--- src/rtl/pipe_rr_scheduler_if.sv ---
// Bundle of the requester-side and output-side handshake signals of pipe_rr_scheduler.
// The master modport is the environment side; the slave modport is the scheduler.
interface pipe_rr_scheduler_if #(
  parameter int NUM_REQ = 4,
  parameter int DATA_W  = 2,
  parameter int DEPTH   = 2
);
  localparam int ID_W  = $clog2(NUM_REQ);
  localparam int OCC_W = $clog2(DEPTH + 1);

  logic [NUM_REQ-1:0]        req_valid;
  logic [NUM_REQ*DATA_W-1:0] req_data;
  logic [NUM_REQ-1:0]        req_ready;
  logic                      flush;
  logic                      out_valid;
  logic [DATA_W-1:0]         out_data;
  logic [ID_W-1:0]           out_id;
  logic                      out_ready;
  logic [OCC_W-1:0]          occupancy;

  modport master (
    output req_valid, req_data, flush, out_ready,
    input  req_ready, out_valid, out_data, out_id, occupancy
  );

  modport slave (
    input  req_valid, req_data, flush, out_ready,
    output req_ready, out_valid, out_data, out_id, occupancy
  );
endinterface

--- src/rtl/pipe_rr_scheduler.sv ---
// Round-robin scheduler feeding a shared DEPTH-stage delay line; every beat carries its requester ID
// and the whole line stalls as one unit when the output is backpressured.
module pipe_rr_scheduler #(
  parameter int NUM_REQ = 4,
  parameter int DATA_W  = 2,
  parameter int DEPTH   = 2
) (
  input  logic               sys_clk,
  input  logic               sys_rst,
  pipe_rr_scheduler_if.slave bus
);
  localparam int ID_W  = $clog2(NUM_REQ);
  localparam int OCC_W = $clog2(DEPTH + 1);

  logic [DEPTH-1:0]  stage_valid;
  logic [DATA_W-1:0] stage_data [DEPTH];
  logic [ID_W-1:0]   stage_id   [DEPTH];
  logic [ID_W-1:0]   ptr;
  logic [OCC_W-1:0]  occ;

  logic              adv;
  logic              accept;
  logic              xfer;
  logic              grant_found;
  logic [ID_W-1:0]   grant_idx;
  logic [DATA_W-1:0] grant_data;
  int                cand;

  assign bus.out_valid = stage_valid[DEPTH-1];
  assign bus.out_data  = stage_data[DEPTH-1];
  assign bus.out_id    = stage_id[DEPTH-1];
  assign bus.occupancy = occ;

  // A full line can still take a beat as long as the last stage drains this cycle.
  assign adv    = !bus.out_valid || bus.out_ready;
  assign xfer   = bus.out_valid && bus.out_ready;
  assign accept = adv && !bus.flush && !sys_rst && grant_found;

  // Scan from the pointer upward with wraparound; first active requester wins.
  always_comb begin
    grant_found = 1'b0;
    grant_idx   = '0;
    cand        = 0;
    for (int k = 0; k < NUM_REQ; k++) begin
      cand = (int'(ptr) + k) % NUM_REQ;
      if (!grant_found && bus.req_valid[ID_W'(cand)]) begin
        grant_found = 1'b1;
        grant_idx   = ID_W'(cand);
      end
    end
  end

  always_comb begin
    grant_data = '0;
    for (int i = 0; i < NUM_REQ; i++) begin
      if (grant_idx == ID_W'(i)) begin
        grant_data = bus.req_data[i*DATA_W +: DATA_W];
      end
    end
  end

  always_comb begin
    bus.req_ready = '0;
    if (accept) begin
      bus.req_ready[grant_idx] = 1'b1;
    end
  end

  // Flush only kills valids; stale payload in a dead stage is never observed.
  always_ff @(posedge sys_clk) begin
    if (sys_rst) begin
      stage_valid <= '0;
      for (int s = 0; s < DEPTH; s++) begin
        stage_data[s] <= '0;
        stage_id[s]   <= '0;
      end
      ptr <= '0;
      occ <= '0;
    end else if (bus.flush) begin
      stage_valid <= '0;
      occ         <= '0;
    end else if (adv) begin
      stage_valid[0] <= accept;
      stage_data[0]  <= accept ? grant_data : '0;
      stage_id[0]    <= accept ? grant_idx : '0;
      for (int s = 1; s < DEPTH; s++) begin
        stage_valid[s] <= stage_valid[s-1];
        stage_data[s]  <= stage_data[s-1];
        stage_id[s]    <= stage_id[s-1];
      end
      if (accept) begin
        ptr <= (grant_idx == ID_W'(NUM_REQ - 1)) ? '0 : grant_idx + ID_W'(1);
      end
      occ <= occ + OCC_W'(accept) - OCC_W'(xfer);
    end
  end
endmodule
--- src/flat_wrapper.sv ---
// flat-port wrapper written by rule: the top's interface ports become plain ports
module pipe_rr_scheduler_flat 
#(
  parameter int NUM_REQ = 4,
  parameter int DATA_W  = 2,
  parameter int DEPTH   = 2
)
  (sys_clk, sys_rst, bus_req_valid, bus_req_data, bus_flush, bus_out_ready, bus_req_ready, bus_out_valid, bus_out_data, bus_out_id, bus_occupancy);
  pipe_rr_scheduler_if #(.NUM_REQ(NUM_REQ), .DATA_W(DATA_W), .DEPTH(DEPTH)) bus_i ();
  input  logic sys_clk;
  input  logic sys_rst;
  input wire logic [$bits(bus_i.req_valid)-1:0] bus_req_valid;
  input wire logic [$bits(bus_i.req_data)-1:0] bus_req_data;
  input wire logic [$bits(bus_i.flush)-1:0] bus_flush;
  input wire logic [$bits(bus_i.out_ready)-1:0] bus_out_ready;
  output wire logic [$bits(bus_i.req_ready)-1:0] bus_req_ready;
  output wire logic [$bits(bus_i.out_valid)-1:0] bus_out_valid;
  output wire logic [$bits(bus_i.out_data)-1:0] bus_out_data;
  output wire logic [$bits(bus_i.out_id)-1:0] bus_out_id;
  output wire logic [$bits(bus_i.occupancy)-1:0] bus_occupancy;
  assign bus_i.req_valid = bus_req_valid;
  assign bus_i.req_data = bus_req_data;
  assign bus_i.flush = bus_flush;
  assign bus_i.out_ready = bus_out_ready;
  assign bus_req_ready = bus_i.req_ready;
  assign bus_out_valid = bus_i.out_valid;
  assign bus_out_data = bus_i.out_data;
  assign bus_out_id = bus_i.out_id;
  assign bus_occupancy = bus_i.occupancy;
  pipe_rr_scheduler #(.NUM_REQ(NUM_REQ), .DATA_W(DATA_W), .DEPTH(DEPTH)) u_core (.sys_clk(sys_clk), .sys_rst(sys_rst), .bus(bus_i));
endmodule
--- config.mk ---
export PLATFORM = sky130hd
export DESIGN_NAME = pipe_rr_scheduler_flat
export DESIGN_NICKNAME = d
export VERILOG_FILES = /design/src/rtl/pipe_rr_scheduler_if.sv /design/src/rtl/pipe_rr_scheduler.sv /design/src/flat_wrapper.sv
export SDC_FILE = /design/constraint.sdc
export NUM_CORES = 1
export LEC_CHECK = 0
export CORE_MARGIN = 2
export CORE_UTILIZATION = 45
export DETAILED_ROUTE_END_ITERATION = 16
export PLACE_DENSITY = 0.85
export SLEW_MARGIN = 20
export SYNTH_ARGS = -nofsm -noshare
export SYNTH_HDL_FRONTEND = slang
export SYNTH_SLANG_ARGS = --single-unit
--- constraint.sdc ---
create_clock -name sys_clk -period 2.15 [get_ports sys_clk]
set_input_delay 0.43 -clock sys_clk [delete_from_list [all_inputs] [get_ports sys_clk]]
set_output_delay 0.43 -clock sys_clk [all_outputs]
set_load 0.01 [all_outputs]
==> results of run 1 <==
per-layer routing:
layer	vias up	global-route usage, %	share of wire (%)
li1	387	-	-
met1	365	21.1	37
met2	44	34.7	49
met3	12	2.64	7.2
met4	0	19.5	6.8
met5	-	0	0
worst min-delay path by stage:
stage / endpoint / slack, ns
finish: u_core.stage_valid[1]$_SDFFE_PP0N_ / 0.50
global route: u_core.stage_valid[1]$_SDFFE_PP0N_ / 0.51
CTS: u_core.stage_valid[1]$_SDFFE_PP0N_ / 0.50
detailed placement: u_core.stage_valid[1]$_SDFFE_PP0N_ / 0.48
global placement: u_core.stage_valid[1]$_SDFFE_PP0N_ / 0.48
floorplan: u_core.stage_valid[1]$_SDFFE_PP0N_ / 0.47
worst min-delay path: stages (launching register included):
cell     delay, ns
dfxtp_1       0.32
nor2_1        0.09
nor3_1        0.05
state kept, by name, summed over array words and instances, names as in the netlist:
signal / cells
u_core.stage_valid: 2
u_core.bus.occupancy: 2
u_core.stage_id: 4
u_core.ptr: 2
u_core.stage_data: 4
placed cells by master, fill, tap and decap left out, types with 4 or more instances in the layout:
cell type / count
dfxtp_1: 4
buf_6: 6
a21oi_1: 6
nor3_1: 5
edfxtp_1: 8
and2_4: 4
buf_4: 19
nor2_1: 7
and2_1: 4
ha_4: 4
clkdlybuf4s50_1: 15
inv_1: 6
layout make-up:
class / instances / area [um^2]
flip-flops and latches: 14 / 365
multi-input cells: 58 / 515
well taps: 25 / 31.3
clock buffers: 3 / 22.5
inverters: 9 / 51.3
clock inverters: 1 / 3.75
repair buffers: 47 / 407
fillers: 118 / 368
through the flow:
step / setup slack [ns] / total power [uW]
after floorplan: 0.227 / 413
after global placement: -0.678 / 496
after detailed placement: -0.763 / 503
after CTS: -0.00730 / 669
after global routing: -0.0464 / 760
final: -0.00392 / 726
report_power, final:
part	switching (uW)	internal [uW]	leakage [uW]
clock	84.6	67.4	0.0000154
combinational	121	138	0.000452
sequential	11.3	304	0.000139
total	217	509	0.000606
timing repair:
item	4_1_cts	5_1_grt
endpoints found under the setup margin	8	5
endpoints found under the hold margin	0	0
pin swaps	3	5
resized for setup	40	29
buffers inserted	3	2
cell families (layout without fill, tap and decap cells):
family          after synthesis  count (layout)
flops                        14              14
simple gates                 32              32
buf+inv                      16              60
compound gates               17              17
xor+xnor                      2               2
mux                           1               1
fa+ha+maj                     6               6
==> reports/qor.yml, run 1 <==
clock_insertion_delay_worst_skew_ns: 0.28
portBuffers: 26
critPathMaxFanout: 3
yosys_warn_count: 0
worst_setup_hold_path_clk_slew_ns: 0.08
critical_path.n_buffers_inverters: 5
critPathArrivalTime_ns: 1.72
detail_route.drc_violations: 0
detail_route.wl_per_cell_um: 15.3
crit_chain: "buf_2 -> inv_1 -> o221a_4 -> o22a_1 -> buf_6 -> inv_6 -> ha_4 -> and2_4 -> buf_6"
skew_ns: 0.00141
drt_pass1_iterations: 4
powerDensity_nw_per_um2: 520
synthesis.area_um2: 861
drtAntennaViolNets: 0
drt-initial-drc-count: 14
critical_path.reg2reg.startpoint: "u_core.ptr[1]$_SDFFE_PP0P_"
post_synth_num_cell_types: 31
area_of_the_core_region_um2: 1760
crit_start: "bus_req_valid[2]"
numClockSinks: 14
post_drt_via_cell_ratio: 5.15
synth_xor_area_share_pct: 2.03
final_max_slew_viol_count: 0
post-synth-top-area-fraction_pct: 27.9
synth_seq_cells: 14
dpl.cell_count: 148
synth_compound_area_share_pct: 13.5
synth_seq_area_share_pct: 41.9
routed-via-count: 808
synth_top_family_by_area: "simple AND/OR/NAND/NOR gates"
status: "finished, violations left"
cap_violations: 0
antenna_violations_before_repair: 0
routed_wirelength_um: 2400
critical-path-top-cell-by-count: "buf_6"
timing.critical_path.slowest_stage_cell: "o221a_4"
synth.top_cells.by_count: "8 x and2_1, 8 x edfxtp_1, 8 x inv_1, 8 x nor2_1"
r2r_end: "u_core.stage_data[0][0]$_SDFFCE_PN0P_"
synth_adder_area_share_pct: 8.72
routabilityCongestion: 0.754
ioPinCount: 27
timing.critical_path.from_type: "input pin"
root_buffer: "clkbuf_4"
synth_mux_area_share_pct: 1.16
fin_hold_ws_ns: 0.499
tritoncts: "done"
synth-edff-count: 8
worst_pin_slew_ns: 0.296
cp_slowest_stage_delay_ns: 0.29
min_path_type: "reg -> reg"
synth_top_cell_by_area: "edfxtp_1"
die-width_um: 47.7
static-leakage-power_uw: 0.000606
grt_first_pass_wirelength_um: 3060
design.die.area_um2: 2280
reg2reg_slack_ns: 0.09
post_synth.cell_area_avg_um2: 9.78
yosys-top-cells-area: "edfxtp_1 28%, dfxtp_1 14%, ha_1 8.7%, and2_1 5.8%, a21oi_1 3.5%"
synth-simple-area-share_pct: 20.8
finalHoldViolCount: 0
min_from: "u_core.stage_valid[0]$_SDFFE_PP0N_"
placement_rows: 15
cts_hold_buffers: 0
largest_net_degree_at_the_start_of_global_routing: 9
num_antenna_cells: 0
cts_made_buffers: 3
worst_slew_margin_rel_pct: 80.1
grt_util_all_layers_pct: 20.4
peakVddDrop_uv: 299
aggregate_negative_setup_slack_ns: -0.00392
dp.final_hpwl_um: 1360
cp-endpoint: "bus_req_ready[0]"
final_design_area_no_fill_um2: 1400
fmax_ghz: 0.464
postSynthNetCount: 110
critPathTopFamily: "buffers and inverters"
number_of_cells_in_the_finished_layout_apart_from_fillers: 157
finalNetCount: 155
ys_async_sr_fraction_pct: 0
dominantRegCellSynth: "edfxtp_1"
fin_crit_sh_pct: 100
max-clock-path-buffers: 2
worstSetupPathDepth: 9
failed_checks: "setup timing"
grt_setup_unrepaired: "yes"
cp_data_required_time_ns: 1.72
worst_slack_ns: -0.00392
dieHeight_um: 47.7
worst-r2r-cell-count: 11
share_of_layout_cells_above_drive_strength_1_pct: 43.2
final_core_util_pct: 79.1
via_count_of_the_first_global_routing_pass: 758
final_setup_viols: 1
floorplan.initialDensity_pct: 48.8
cts.htree.levels: 1
placedInstanceArea_um2: 1220
timing.setup.critical_path_class: "in -> out"
hold_depth: 2
synthesis.instances: 88
area.growth.synth_to_final_pct: 62.2
final_period_minus_worst_setup_slack_ns: 2.15
worstSetupEndpointType: "primary output"
globalRoute.totalOverflow: 0
No activity file was read; power rests on OpenSTA's default activity.
==> run 2, diff against run 1 <==
MAX_ROUTING_LAYER = met4   (was not set)
==> run 2 against run 1 <==
Against the previous run: sequential power barely moved; critical path type unchanged; critical path depth did not move; highest routed layer unchanged; clock skew fell by 0.00084 ns; setup slack got worse by 0.0022 ns; core utilization did not move; the flow still finishes with violations (setup timing); cell area is the same.
==> reports/qor.yml, run 2 (synthesis gave the netlist of run 1 again) <==
status: "finished, violations left"
failed_checks: "setup timing"
peakVddDrop_uv: 298  # -0.37%
critPathArrivalTime_ns: 1.73  # about the same
fin_crit_sh_pct: 100  # +0.10 points
seqPwrFrac_pct: 43.5  # about the same
placement_rows: 15  # unchanged
via_count_of_the_first_global_routing_pass: 758  # unchanged
worst_slack_ns: -0.00614  # -0.00222 ns
timing.critical_path.from_type: "input pin"
final_max_slew_viol_count: 0  # unchanged
worst-r2r-cell-count: 11  # unchanged
critical_path.reg2reg.startpoint: "u_core.ptr[1]$_SDFFE_PP0P_"
routed-via-count: 819  # +1.4%
aggregate_negative_setup_slack_ns: -0.00614  # -0.00222 ns
worst_pin_slew_ns: 0.296  # -0.000632 ns
hold-path-endpoint: "u_core.stage_valid[1]$_SDFFE_PP0N_"
final_period_minus_worst_setup_slack_ns: 2.16  # +0.00222 ns
timing.critical_path.slowest_stage_cell: "o221a_4"
share_of_layout_cells_above_drive_strength_1_pct: 43.2  # unchanged
dp.final_hpwl_um: 1360  # unchanged
area_of_the_core_region_um2: 1760  # unchanged
antenna_violations_before_repair: 0  # unchanged
internal_power_uw: 509  # about the same
powerDensity_nw_per_um2: 519  # -0.20%
die-width_um: 47.7  # unchanged
drtAntennaViolNets: 0  # unchanged
n_fill_cell: 118  # unchanged
worst_setup_hold_path_clk_slew_ns: 0.08  # about the same
reg2reg_slack_ns: 0.09  # about the same
layout_common_cells: "19 x buf_4, 15 x clkdlybuf4s50_1, 8 x edfxtp_1"
static-leakage-power_uw: 0.000606  # unchanged
grt_util_all_layers_pct: 21.0  # +0.65 points
dieHeight_um: 47.7  # unchanged
net-switching-power_uw: 215  # -0.69%
cts_made_buffers: 3  # unchanged
critical-path-top-cell-by-count: "buf_6"
largest_registers: "u_core.stage_data: 4 flops, u_core.stage_id: 4 flops"
clock_insertion_delay_worst_skew_ns: 0.28  # about the same
final_setup_viols: 1  # unchanged
tritoncts: "done"
dpl.cell_count: 148  # unchanged
globalRoute.totalOverflow: 0  # unchanged
cts.htree.levels: 1  # unchanged
fmax_ghz: 0.464  # -0.10%
drt-initial-drc-count: 20  # +6
fin_hold_ws_ns: 0.499  # +0.0000770 ns
hold_depth: 2  # unchanged
worst_slew_margin_rel_pct: 80.1  # about the same
clock_share_of_power_pct: 20.9  # about the same
cp_slowest_stage_delay_ns: 0.29  # about the same
ioPinCount: 27  # unchanged
detail_route.wl_per_cell_um: 15.1  # -1.3%
max-clock-path-buffers: 2  # unchanged
min_path_type: "reg -> reg"
portBuffers: 26  # unchanged
num_antenna_cells: 0  # unchanged
post_drt_via_cell_ratio: 5.22  # +1.4%
p_sw_share_pct: 29.7  # -0.15 points
cp_data_required_time_ns: 1.72  # about the same
numClockSinks: 14  # unchanged
cts_hold_buffers: 0  # unchanged
area.growth.synth_to_final_pct: 62.2  # unchanged
number_of_cells_in_the_finished_layout_apart_from_fillers: 157  # unchanged
finalNetCount: 155  # unchanged
floorplan.initialDensity_pct: 48.8  # unchanged
timing.setup.critical_path_class: "in -> out"
largest_net_degree_at_the_start_of_global_routing: 9  # unchanged
portion_of_total_power_attributed_to_combinational_logic_pct: 35.7  # about the same
drt_pass1_iterations: 4  # unchanged
worstSetupEndpointType: "primary output"
total_power_uw: 725  # -0.20%
routabilityCongestion: 0.764  # +1.3%
grt_setup_unrepaired: "yes"
finalHoldViolCount: 0  # unchanged
root_buffer: "clkbuf_4"
skew_ns: 0.000569  # -0.000839 ns
grt_first_pass_wirelength_um: 3060  # unchanged
critPathMaxFanout: 3  # unchanged
routed_wirelength_um: 2370  # -1.3%
cap_violations: 0  # unchanged
detail_route.drc_violations: 0  # unchanged
min_from: "u_core.stage_valid[0]$_SDFFE_PP0N_"
design.die.area_um2: 2280  # unchanged
r2r_end: "u_core.stage_data[0][0]$_SDFFCE_PN0P_"
place_worst_setup_slack_ns: -0.763  # unchanged
layout_commonest_cell: "buf_4"
crit_chain: "buf_2 -> inv_1 -> o221a_4 -> o22a_1 -> buf_6 -> inv_6 -> ha_4 -> and2_4 -> buf_6"
[run 2: cell counts in the layout (fill, tap and decap cells not counted)]
Identical to the previous run, type by type.
[run 2: layout make-up]
class | count | area (um^2) | share of cell area [%]
Sequential cell | 14 | 365 | 26.2
Inverter | 9 | 51.3 | 3.67
Clock buffer | 3 | 22.5 | 1.61
Multi-Input combinational cell | 58 | 515 | 36.9
Timing Repair Buffer | 47 | 407 | 29.1
Clock inverter | 1 | 3.75 | 0.269
Tap cell | 25 | 31.3 | 2.24
[run 2: per-layer routing]
layer / vias up / share of wire (%) / wire length, um / global-route usage [%]
li1: 386 / - / - / -
met1: 364 / 36 / 841 / 21.3
met2: 53 / 49 / 1150 / 34.7
met3: 16 / 7.4 / 175 / 2.26
met4: 0 / 8.3 / 197 / 19.5
met5: - / 0 / 0 / -
[run 2: worst max-delay path by stage]
stage,start,end,slack (ns)
6_report,bus_req_valid[2],bus_req_ready[0],-0.006
5_1_grt,u_core.ptr[0]$_SDFFE_PP0P_,bus_req_ready[0],-0.05
4_1_cts,bus_req_valid[2],bus_req_ready[2],-0.007
3_5_place_dp,bus_req_valid[0],bus_req_ready[3],-0.76
3_3_place_gp,bus_req_valid[2],bus_req_ready[0],-0.68
2_1_floorplan,sys_rst,u_core.bus.occupancy[1]$_SDFFE_PP0N_,0.23
[run 2: timing repair]
| item | 4_1_cts | 5_1_grt |
|---|---|---|
| resized for setup | 40 | 29 |
| endpoints found under the setup margin | 8 | 5 |
| buffers inserted | 3 | 2 |
| pin swaps | 3 | 5 |
[run 2: through the flow]
stage	area, um^2	utilization [%]
3_3_place_gp	1220	68.9
2_1_floorplan	861	-
3_5_place_dp	1220	68.9
4_1_cts	1280	72.3
5_1_grt	1400	79.1
6_report	1400	79.1
[run 2: power groups by stage]
stage	clock [uW]	sequential (uW)	combinational [uW]
after floorplan	0	317	96.1
after global placement	0	316	180
after detailed placement	0	317	186
after CTS	157	313	199
after global routing	168	317	275
final	151	315	258
[run 2: critical path, delay by kind of cell]
kind	cells	cell delay (ns)
AOI/OAI and AO/OA	2	0.51
adders and majority gates	1	0.13
buffers and inverters	5	0.52
and+or+nand+nor	1	0.13
